**config.mk**
```make
export PLATFORM = sky130hd
export DESIGN_NAME = dmem_load_arbiter_flat
export DESIGN_NICKNAME = d
export VERILOG_FILES = /design/src/rtl/dmem_load_arbiter_if.sv /design/src/rtl/dmem_load_arbiter.sv /design/src/flat_wrapper.sv
export SDC_FILE = /design/constraint.sdc
export NUM_CORES = 1
export LEC_CHECK = 0
export CAP_MARGIN = 0
export CORE_MARGIN = 5
export CORE_UTILIZATION = 50
export CTS_CLUSTER_SIZE = 12
export DETAILED_ROUTE_END_ITERATION = 12
export PLACE_DENSITY = 0.88
export SLEW_MARGIN = 20
export SYNTH_ARGS = -nofsm -noshare
export SYNTH_HDL_FRONTEND = slang
export SYNTH_SLANG_ARGS = --single-unit
export TNS_END_PERCENT = 1
```
**constraint.sdc**
```tcl
create_clock -name clk -period 5 [get_ports clk]
set_input_delay 1.5 -clock clk [delete_from_list [all_inputs] [get_ports clk]]
set_output_delay 1.5 -clock clk [all_outputs]
set_load 0.01 [all_outputs]
```
**src/rtl/dmem_load_arbiter_if.sv**
```systemverilog
// Loader and data-memory port bundle for dmem_load_arbiter: external word stream,
// session control/status, CPU data port in, data_mem port out.
interface dmem_load_arbiter_if #(
    parameter int unsigned DATA_W = 32,
    parameter int unsigned ADDR_W = 32,
    parameter int unsigned LEN_W  = 16
);
    logic              load_start;
    logic [LEN_W-1:0]  load_len;
    logic              ext_valid;
    logic [DATA_W-1:0] ext_data;
    logic              ext_ready;
    logic              load_busy;
    logic              load_done;
    logic              cpu_hold;
    logic [LEN_W-1:0]  word_count;
    logic              cpu_memwrite;
    logic [ADDR_W-1:0] cpu_addr;
    logic [DATA_W-1:0] cpu_wdata;
    logic [2:0]        cpu_funct3;
    logic              mem_we;
    logic [ADDR_W-1:0] mem_addr;
    logic [DATA_W-1:0] mem_wdata;
    logic [2:0]        mem_funct3;

    // Environment side: boot source, CPU data port and data_mem observer.
    modport master (
        output load_start, load_len, ext_valid, ext_data,
        output cpu_memwrite, cpu_addr, cpu_wdata, cpu_funct3,
        input  ext_ready, load_busy, load_done, cpu_hold, word_count,
        input  mem_we, mem_addr, mem_wdata, mem_funct3
    );

    modport slave (
        input  load_start, load_len, ext_valid, ext_data,
        input  cpu_memwrite, cpu_addr, cpu_wdata, cpu_funct3,
        output ext_ready, load_busy, load_done, cpu_hold, word_count,
        output mem_we, mem_addr, mem_wdata, mem_funct3
    );
endinterface

```
**src/rtl/dmem_load_arbiter.sv**
```systemverilog
// Boot loader and data-memory port arbiter: buffers external words in a FIFO, drains them
// to data_mem at incrementing word addresses while the CPU is held, then passes CPU traffic.
module dmem_load_arbiter #(
    parameter int unsigned       DATA_W     = 32,
    parameter int unsigned       ADDR_W     = 32,
    parameter int unsigned       FIFO_DEPTH = 4,
    parameter int unsigned       LEN_W      = 16,
    parameter logic [ADDR_W-1:0] BASE_ADDR  = '0,
    parameter logic [2:0]        WORD_SEL   = 3'b010
) (
    input  logic                clk,
    input  logic                reset,
    dmem_load_arbiter_if.slave  bus
);
    localparam int unsigned       PTR_W     = $clog2(FIFO_DEPTH);
    localparam logic [ADDR_W-1:0] ADDR_STEP = ADDR_W'(DATA_W / 8);

    typedef enum logic [1:0] {
        ST_IDLE,
        ST_LOAD,
        ST_DRAIN,
        ST_RUN
    } state_e;

    state_e            state_q, state_d;
    logic [LEN_W-1:0]  len_q, len_d;
    logic [LEN_W-1:0]  acc_q, acc_d;
    logic [LEN_W-1:0]  count_q, count_d;
    logic [ADDR_W-1:0] ptr_q, ptr_d;
    logic [PTR_W:0]    wr_idx_q, wr_idx_d;
    logic [PTR_W:0]    rd_idx_q, rd_idx_d;
    logic              done_q, done_d;

    logic [DATA_W-1:0] fifo_mem [FIFO_DEPTH];

    logic fifo_empty;
    logic fifo_full;
    logic busy;
    logic ready;
    logic push;
    logic pop;

    // Indices carry one extra wrap bit so full and empty are distinguishable.
    assign fifo_empty = (wr_idx_q == rd_idx_q);
    assign fifo_full  = (wr_idx_q[PTR_W] != rd_idx_q[PTR_W]) &&
                        (wr_idx_q[PTR_W-1:0] == rd_idx_q[PTR_W-1:0]);

    assign busy  = (state_q == ST_LOAD) || (state_q == ST_DRAIN);
    assign ready = (state_q == ST_LOAD) && !fifo_full && (acc_q < len_q);
    assign push  = bus.ext_valid && ready;
    assign pop   = busy && !fifo_empty;

    assign bus.ext_ready  = ready;
    assign bus.load_busy  = busy;
    assign bus.load_done  = done_q;
    assign bus.cpu_hold   = (state_q != ST_RUN);
    assign bus.word_count = count_q;

    always_comb begin
        // NOTE: every variable gets a default before any branch, so no path can infer a latch.
        state_d  = state_q;
        len_d    = len_q;
        acc_d    = acc_q;
        count_d  = count_q;
        ptr_d    = ptr_q;
        wr_idx_d = wr_idx_q;
        rd_idx_d = rd_idx_q;
        done_d   = 1'b0;

        if (push) begin
            wr_idx_d = wr_idx_q + 1'b1;
            acc_d    = acc_q + 1'b1;
        end
        if (pop) begin
            rd_idx_d = rd_idx_q + 1'b1;
            count_d  = count_q + 1'b1;
            ptr_d    = ptr_q + ADDR_STEP;
        end

        unique case (state_q)
            ST_IDLE, ST_RUN: begin
                // A (re)load restarts the pointer and all counters.
                if (bus.load_start) begin
                    len_d    = bus.load_len;
                    acc_d    = '0;
                    count_d  = '0;
                    ptr_d    = BASE_ADDR;
                    wr_idx_d = '0;
                    rd_idx_d = '0;
                    if (bus.load_len != '0) begin
                        state_d = ST_LOAD;
                    end else begin
                        state_d = ST_RUN;
                        done_d  = 1'b1;
                    end
                end
            end
            ST_LOAD: begin
                if (push && (acc_d == len_q)) begin
                    state_d = ST_DRAIN;
                end
            end
            ST_DRAIN: begin
                if (pop && (count_d == len_q)) begin
                    state_d = ST_RUN;
                    done_d  = 1'b1;
                end
            end
            default: state_d = ST_IDLE;
        endcase
    end

    always_ff @(posedge clk) begin
        // NOTE: sequential state uses non-blocking assignments so every register samples pre-edge values.
        if (!reset) begin
            state_q  <= ST_IDLE;
            len_q    <= '0;
            acc_q    <= '0;
            count_q  <= '0;
            ptr_q    <= BASE_ADDR;
            wr_idx_q <= '0;
            rd_idx_q <= '0;
            done_q   <= 1'b0;
        end else begin
            state_q  <= state_d;
            len_q    <= len_d;
            acc_q    <= acc_d;
            count_q  <= count_d;
            ptr_q    <= ptr_d;
            wr_idx_q <= wr_idx_d;
            rd_idx_q <= rd_idx_d;
            done_q   <= done_d;
        end
    end

    // NOTE: FIFO storage is not reset; the indices alone decide which entries are valid.
    always_ff @(posedge clk) begin
        if (push) begin
            fifo_mem[wr_idx_q[PTR_W-1:0]] <= bus.ext_data;
        end
    end

    always_comb begin
        bus.mem_we     = 1'b0;
        bus.mem_addr   = bus.cpu_addr;
        bus.mem_wdata  = bus.cpu_wdata;
        bus.mem_funct3 = bus.cpu_funct3;
        unique case (state_q)
            ST_LOAD, ST_DRAIN: begin
                bus.mem_we     = !fifo_empty;
                bus.mem_addr   = ptr_q;
                bus.mem_wdata  = fifo_mem[rd_idx_q[PTR_W-1:0]];
                bus.mem_funct3 = WORD_SEL;
            end
            ST_RUN: begin
                bus.mem_we = bus.cpu_memwrite;
            end
            default: ;
        endcase
    end
endmodule
```
**src/flat_wrapper.sv**
```systemverilog
// flat-port wrapper written by rule: the top's interface ports become plain ports
module dmem_load_arbiter_flat 
#(
    parameter int unsigned       DATA_W     = 32,
    parameter int unsigned       ADDR_W     = 32,
    parameter int unsigned       FIFO_DEPTH = 4,
    parameter int unsigned       LEN_W      = 16,
    parameter logic [ADDR_W-1:0] BASE_ADDR  = '0,
    parameter logic [2:0]        WORD_SEL   = 3'b010
)
  (clk, reset, bus_load_start, bus_load_len, bus_ext_valid, bus_ext_data, bus_cpu_memwrite, bus_cpu_addr, bus_cpu_wdata, bus_cpu_funct3, bus_ext_ready, bus_load_busy, bus_load_done, bus_cpu_hold, bus_word_count, bus_mem_we, bus_mem_addr, bus_mem_wdata, bus_mem_funct3);
  dmem_load_arbiter_if #(.DATA_W(DATA_W), .ADDR_W(ADDR_W), .LEN_W(LEN_W)) bus_i ();
  input  logic clk;
  input  logic reset;
  input wire logic [$bits(bus_i.load_start)-1:0] bus_load_start;
  input wire logic [$bits(bus_i.load_len)-1:0] bus_load_len;
  input wire logic [$bits(bus_i.ext_valid)-1:0] bus_ext_valid;
  input wire logic [$bits(bus_i.ext_data)-1:0] bus_ext_data;
  input wire logic [$bits(bus_i.cpu_memwrite)-1:0] bus_cpu_memwrite;
  input wire logic [$bits(bus_i.cpu_addr)-1:0] bus_cpu_addr;
  input wire logic [$bits(bus_i.cpu_wdata)-1:0] bus_cpu_wdata;
  input wire logic [$bits(bus_i.cpu_funct3)-1:0] bus_cpu_funct3;
  output wire logic [$bits(bus_i.ext_ready)-1:0] bus_ext_ready;
  output wire logic [$bits(bus_i.load_busy)-1:0] bus_load_busy;
  output wire logic [$bits(bus_i.load_done)-1:0] bus_load_done;
  output wire logic [$bits(bus_i.cpu_hold)-1:0] bus_cpu_hold;
  output wire logic [$bits(bus_i.word_count)-1:0] bus_word_count;
  output wire logic [$bits(bus_i.mem_we)-1:0] bus_mem_we;
  output wire logic [$bits(bus_i.mem_addr)-1:0] bus_mem_addr;
  output wire logic [$bits(bus_i.mem_wdata)-1:0] bus_mem_wdata;
  output wire logic [$bits(bus_i.mem_funct3)-1:0] bus_mem_funct3;
  assign bus_i.load_start = bus_load_start;
  assign bus_i.load_len = bus_load_len;
  assign bus_i.ext_valid = bus_ext_valid;
  assign bus_i.ext_data = bus_ext_data;
  assign bus_i.cpu_memwrite = bus_cpu_memwrite;
  assign bus_i.cpu_addr = bus_cpu_addr;
  assign bus_i.cpu_wdata = bus_cpu_wdata;
  assign bus_i.cpu_funct3 = bus_cpu_funct3;
  assign bus_ext_ready = bus_i.ext_ready;
  assign bus_load_busy = bus_i.load_busy;
  assign bus_load_done = bus_i.load_done;
  assign bus_cpu_hold = bus_i.cpu_hold;
  assign bus_word_count = bus_i.word_count;
  assign bus_mem_we = bus_i.mem_we;
  assign bus_mem_addr = bus_i.mem_addr;
  assign bus_mem_wdata = bus_i.mem_wdata;
  assign bus_mem_funct3 = bus_i.mem_funct3;
  dmem_load_arbiter #(.DATA_W(DATA_W), .ADDR_W(ADDR_W), .FIFO_DEPTH(FIFO_DEPTH), .LEN_W(LEN_W), .BASE_ADDR(BASE_ADDR), .WORD_SEL(WORD_SEL)) u_core (.clk(clk), .reset(reset), .bus(bus_i));
endmodule
```
# --- Word-level counts from Yosys, hierarchy flattened ---
# Memory sizes are Yosys's and may differ from the RTL's. A register that Yosys moved wholly into a read port is not among the register bits.
# Index checks and enable logic that the tools add are counted.
totals:
  regBits: 89
  mem_bits_rw: 128
  output_inout_bits: 88
  wordCells: 74
  memories: 1
op_classes:
  addsub: 5
  order_cmp: 1
  eq_ne: 12
  muxes: 31
  reduce_logical: 16
memory_table:
  columns: ["name", "words", "width", "rd", "rd_clocked_by_memory_dff", "write_ports", "line_no", "text"]
  rows:
  - ["u_core.fifo_mem", 4, 32, 1, 1, 1, "dmem_load_arbiter.sv:34", "logic [DATA_W-1:0] fifo_mem [FIFO_DEPTH];"]
op_table:
  columns: ["op", "n"]
  rows:
  - ["32-bit 2-to-1 mux", 5]
  - ["16-bit 2-to-1 mux", 6]
  - ["16-bit by 1-bit adder with 16-bit output, second input constant", 2]
  - ["32-bit by 3-bit adder with 32-bit output, second input constant", 1]
  - ["16-bit == test", 2]
  - ["3-bit 2-to-1 mux", 7]
  - ["16-bit less-than comparator", 1]
  - ["16-bit nonzero test", 1]
  - ["2-bit 2-to-1 mux", 5]
  - ["2-bit != test, second input constant", 4]
  - ["1-bit logical AND", 7]
  - ["3-bit by 1-bit adder with 3-bit output, second input constant", 2]
  - ["2-bit one-hot mux with 3 select lines", 1]
  - ["1-bit 2-to-1 mux", 5]
  - ["2-bit == test, second input constant", 2]
  - ["1-bit one-hot mux with 2 select lines", 2]
  - ["2-bit OR reduction", 2]
  - ["3-bit == test", 1]
  - ["3-bit AND reduction", 1]
  - ["2-bit by 1-bit == test with 1-bit output, second input constant", 1]
  - ["2-bit == test", 1]
  - ["1-bit zero test", 2]
  - ["2-bit zero test", 1]
  - ["2-bit AND reduction", 1]
  - ["2 further kinds", 2]

# --- Logic depth before layout (Yosys ltp) ---
depth:
  ltp_word: 11
  ltp_mapped: 13

# --- Worst setup path after synthesis ---
# OpenSTA, ideal clock, no wires.
synth_path:
  kind: "in2reg"
  startpoint: "input port bus_ext_valid"
  endpoint: "register u_core.state_q[1]"
  setup_ns: 0.095
  t_arrival_ns: 3.533
  setup_slack_ns: 1.372
  path_stages: 8
  n_path_buf: 0
  path_cell_list: "o31ai_1 -> a211oi_1 -> or3b_1 -> or4_1 -> nand3_1 -> o211ai_1 -> or4_1 -> a221oi_1"
synth_via:
  elab_chain_len: 6
synth_lines:
  columns: ["item", "line_no", "text"]
  rows:
  - ["start: declaration", "flat_wrapper.sv:17", "input wire logic [$bits(bus_i.ext_valid)-1:0] bus_ext_valid;"]
  - ["1-bit logical AND (*)", "dmem_load_arbiter.sv:50", "assign push = bus.ext_valid && ready;"]
  - ["16-bit 2-to-1 mux", "dmem_load_arbiter.sv:70", "if (push) begin"]
  - ["16-bit == test", "dmem_load_arbiter.sv:99", "if (push && (acc_d == len_q)) begin"]
  - ["1-bit logical AND (*)", "dmem_load_arbiter.sv:99", null]
  - ["2-bit != test (no line) (*)", null, null]
  - ["3-bit AND reduction (no line) (*)", null, null]
  - ["end signal: assignment", "dmem_load_arbiter.sv:125", "state_q <= state_d;"]
  - ["end: declaration", "dmem_load_arbiter.sv:25", "state_e state_q, state_d;"]
# Mark *: on every way between the ends. The rest lies on a longest branch, timed or not.
# A chain may end at the register's enable or synchronous reset.

# --- Final worst setup path ---
layout_path:
  startpoint: "register u_core.len_q[15]"
  endpoint: "output port bus_ext_ready"
layout_via:
  elab_chain_len: 2
layout_lines:
  columns: ["item", "line_no", "text"]
  rows:
  - ["start: declaration", "dmem_load_arbiter.sv:26", "logic [LEN_W-1:0] len_q, len_d;"]
  - ["start signal: assignment", "dmem_load_arbiter.sv:126", "len_q <= len_d;"]
  - ["16-bit less-than comparator", "dmem_load_arbiter.sv:49", "assign ready = (state_q == ST_LOAD) && !fifo_full && (acc_q < len_q);"]
  - ["1-bit logical AND", "dmem_load_arbiter.sv:49", null]
  - ["end: declaration", "flat_wrapper.sv:23", "output wire logic [$bits(bus_i.ext_ready)-1:0] bus_ext_ready;"]
# Every way passes these cells.

==> summary.md <==
| Metric | Value |
|---|---|
| Outcome | complete, no violations |
| Sink Count | 215 |
| Mux cell area share after synthesis | 13.4% |
| WL final | 26600 um |
| Remaining DRCs | 0 |
| PwrDens | 421 mW/mm2 |
| GPL Wtd Cong | 0.952 |
| Syn Inst Count | 890 |
| CP peak stage delay | 560 ps |
| Die X-Extent | 155 um |
| Die H | 155 um |
| Nets | 1242 |
| Overall Power | 5.77 mW |
| XOR/XNOR share of the synthesized area | 7.48% |
| GRT overflow | 0 |
| Largest buffer count on any clock path | 3 |
| Place WS | 494 ps |
| Slew Viols, Final | 0 |
| CP max FO | 4 |
| Simple-gate portion of the synthesized area | 13.5% |
| Max cap viols | 0 |
| Inst Count DP | 1344 |
| Sequential-to-total area share from yosys stat | 52.8% |
| Final Worst Setup Slack | 362 ps |
| Mapped Nets | 1038 |
| LEAKAGE | 4.64 nW |
| Synth warnings | 0 |
| Syn Area/Cell | 11.9 um2 |
| Area grow syn2layout | 29.6% |
| Core footprint | 0.0209 mm2 |
| Remaining antenna violation count | 0 |
| Synthesis-stage register bit count | 215 |
| Buffers & Inverters on Critical Path | 2 |
| Dpl hpwl | 18900 um |
| Fin cells | 1386 |
| Clock-pin slew on the worst setup and hold paths | 60 ps |
| Adder-Cell Fraction of Synth Area | 3.31% |
| Antenna cell count | 0 |
| Post-synth top flop | edfxtp_1 |
| Max Clock Freq | 0.216 GHz |
| First-pass GRT wire length | 42100 um |
| Post-synth top cells | edfxtp_1 (128), dfxtp_1 (87), nand2_1 (82) |
| Post-synth EDFFs | 128 |
| Fraction of registers with async set/reset | 0% |
| CTS Buf Count | 23 |
| Worst-Skew Late Latency | 520 ps |
| CTS hold repair buffers | 0 |
| Compound-Gate Fraction of Synth Area | 6.67% |
| Hold WC Path Type | reg2reg |
| Final critical-path share of the clock period | 92.8% |
| Final core occ | 65.6% |
| Seq. cell area | 0.00559 mm2 |
| Htree depth | 1 |
| Family with the most delay on the worst path | simple AND/OR/NAND/NOR gates |
| Critical Path End Type | output port |
| Clk Tree Root Cell | clkbuf_16 |
| Vias per cell | 5.64 |
| Largest family of logic cells by synthesized area | simple AND/OR/NAND/NOR gates |
| Crit-path cells | inv_1, ha_1, nand3_1, nor3_1, nor4b_1, a21o_1, nor4_1, clkdlybuf4s50_1 |
| Final hold violation count | 0 |
| Setup violators final | 0 |
| Total number of vias | 7818 |
| Yosys top cell by area | edfxtp_1 |
| Post-CTS setup buffer count | 0 |
| Post-Route Skew | 8.49 ps |
| Post-cts sizing count | 0 |
| Die Footprint | 0.0241 mm2 |
| Vias in the first global route | 7948 |
| Avg WL per Cell | 19.2 um |
| Pin count of the biggest net entering global routing | 41 |
| Relative slew slack | 40.0% |
| Count leader, synth | edfxtp_1 |
| Initial detailed-routing violation count | 587 |
| Required time worst endpoint | 3500 ps |
| IO Count | 208 |
| Distinct cells, synth | 65 |
| Final Critical Period | 4640 ps |
| Multi-input combinational cell area | 0.00471 mm2 |
| Peak VDD IR | 0.282 mV |
| Router iterations before antenna repair | 5 |
| RSZ-0062 raised after global routing | false |
| Startpoint Class | flop |
| Slowest-stage cell, CP | nor4b_1 |
| Share of cells above drive strength 1 | 14.3% |
| GRT Total Usage | 21.7% |
| Initial Utilization | 50.6% |
| Setup TNS | 0 ps |
| CTS tree | done |
| Tightest Pin Transition | 900 ps |
| # rows | 53 |
| Critical Setup Path Class | reg2out |
| Initial antenna violation count | 0 |
| Crit path DAT | 3140 ps |
| Synth top area share | 36.4% |
| IO buf count | 207 |
| Main area contributors after synthesis | edfxtp_1 (36%), dfxtp_1 (16%), mux4_2 (6.8%) |
| Post-Syn Area | 0.0106 mm2 |
| FILL cells | 1598 |
-- worst reg2reg max path, cell delays in order, from the launching register on --
cell      delay, ps
dfxtp_1         420
inv_1           120
ha_4            320
buf_4           410
o31ai_1         230
buf_4           240
nor3_2          230
xnor3_1         280
and4bb_1        290
a31oi_1         100
or3_1           430
or4_1           540
a221oi_1        270
-- flip-flops by register name, indices dropped and copies added, names as in the netlist --
signal                 count
u_core.bus.word_count     16
u_core.state_q             2
u_core.bus.load_done       1
u_core.len_q              16
u_core.fifo_mem          128
u_core.wr_idx_q            3
u_core.rd_idx_q            3
u_core.acc_q              16
u_core.ptr_q              30
-- power breakdown --
group / internal, mW / leakage, nW / switching [mW]
combinational: 1.12 / 2.44 / 0.954
clock: 0.957 / 0.348 / 0.677
sequential: 1.98 / 1.86 / 0.0817
total: 4.06 / 4.64 / 1.71
-- cell usage in the layout (no fill, tap or decap), types with 9 or more instances in the layout --
cell / count
clkdlybuf4s50_1: 207
edfxtp_1: 128
dfxtp_1: 85
nand2_1: 81
nor2_1: 66
mux2_2: 62
a21oi_1: 43
xnor2_1: 42
xor2_1: 35
inv_1: 33
mux4_2: 32
nand3_1: 28
ha_1: 27
clkbuf_16: 23
o21ai_0: 20
and3_1: 15
nand4_1: 14
nor4_1: 14
nor3_1: 13
buf_4: 13
or3_1: 11
clkbuf_1: 11
a31oi_1: 9
-- metal layers --
layer  GRT usage [%]  part of all wire [%]  vias to the layer above
li1                -                     -                     3686
met1            28.4                    41                     3792
met2            37.2                    49                      283
met3            4.59                   7.2                       57
met4            5.29                   2.6                        0
met5               0                     0                        -
-- through the flow --
step / hold WS (ps) / instance area (um2)
floorplan: 461 / 10600
global placement: 479 / 13000
detailed placement: 488 / 13000
CTS: 496 / 13700
global route: 532 / 13700
finish: 498 / 13700
-- cells by family (layout without fill, tap and decap cells) --
| logic type | Yosys count | in the layout |
|---|---|---|
| buffers and inverters | 76 | 297 |
| adder cells (fa/ha/maj) | 28 | 28 |
| multiplexers | 94 | 94 |
| flip-flops | 215 | 215 |
| XOR/XNOR | 83 | 83 |
| AND/OR/NAND/NOR | 285 | 285 |
| AO/OA/AOI/OAI | 109 | 109 |
-- path summary, 6_finish.rpt --
kind | slack (ps) | to | start | cells after the start
max | 360 | bus_ext_ready | u_core.len_q[15]$_SDFFE_PN0P_ | 8
min | 500 | u_core.ptr_q[24]$_SDFF_PN0_ | u_core.ptr_q[24]$_SDFF_PN0_ | 2
max reg2reg | 1030 | u_core.state_q[1]$_SDFFE_PN0P_ | u_core.state_q[0]$_SDFFE_PN0P_ | 12
min reg2reg | 500 | u_core.ptr_q[24]$_SDFF_PN0_ | u_core.ptr_q[24]$_SDFF_PN0_ | 2
-- layout make-up --
type,instances,area share (%)
Sequential cell,215,40.8
Tap cell,275,2.51
Clock inverter,5,0.484
Timing Repair Buffer,222,16.1
Multi-Input combinational cell,599,34.4
Clock buffer,37,4.80
Inverter,33,0.904
(Power assumes the default switching activity.)
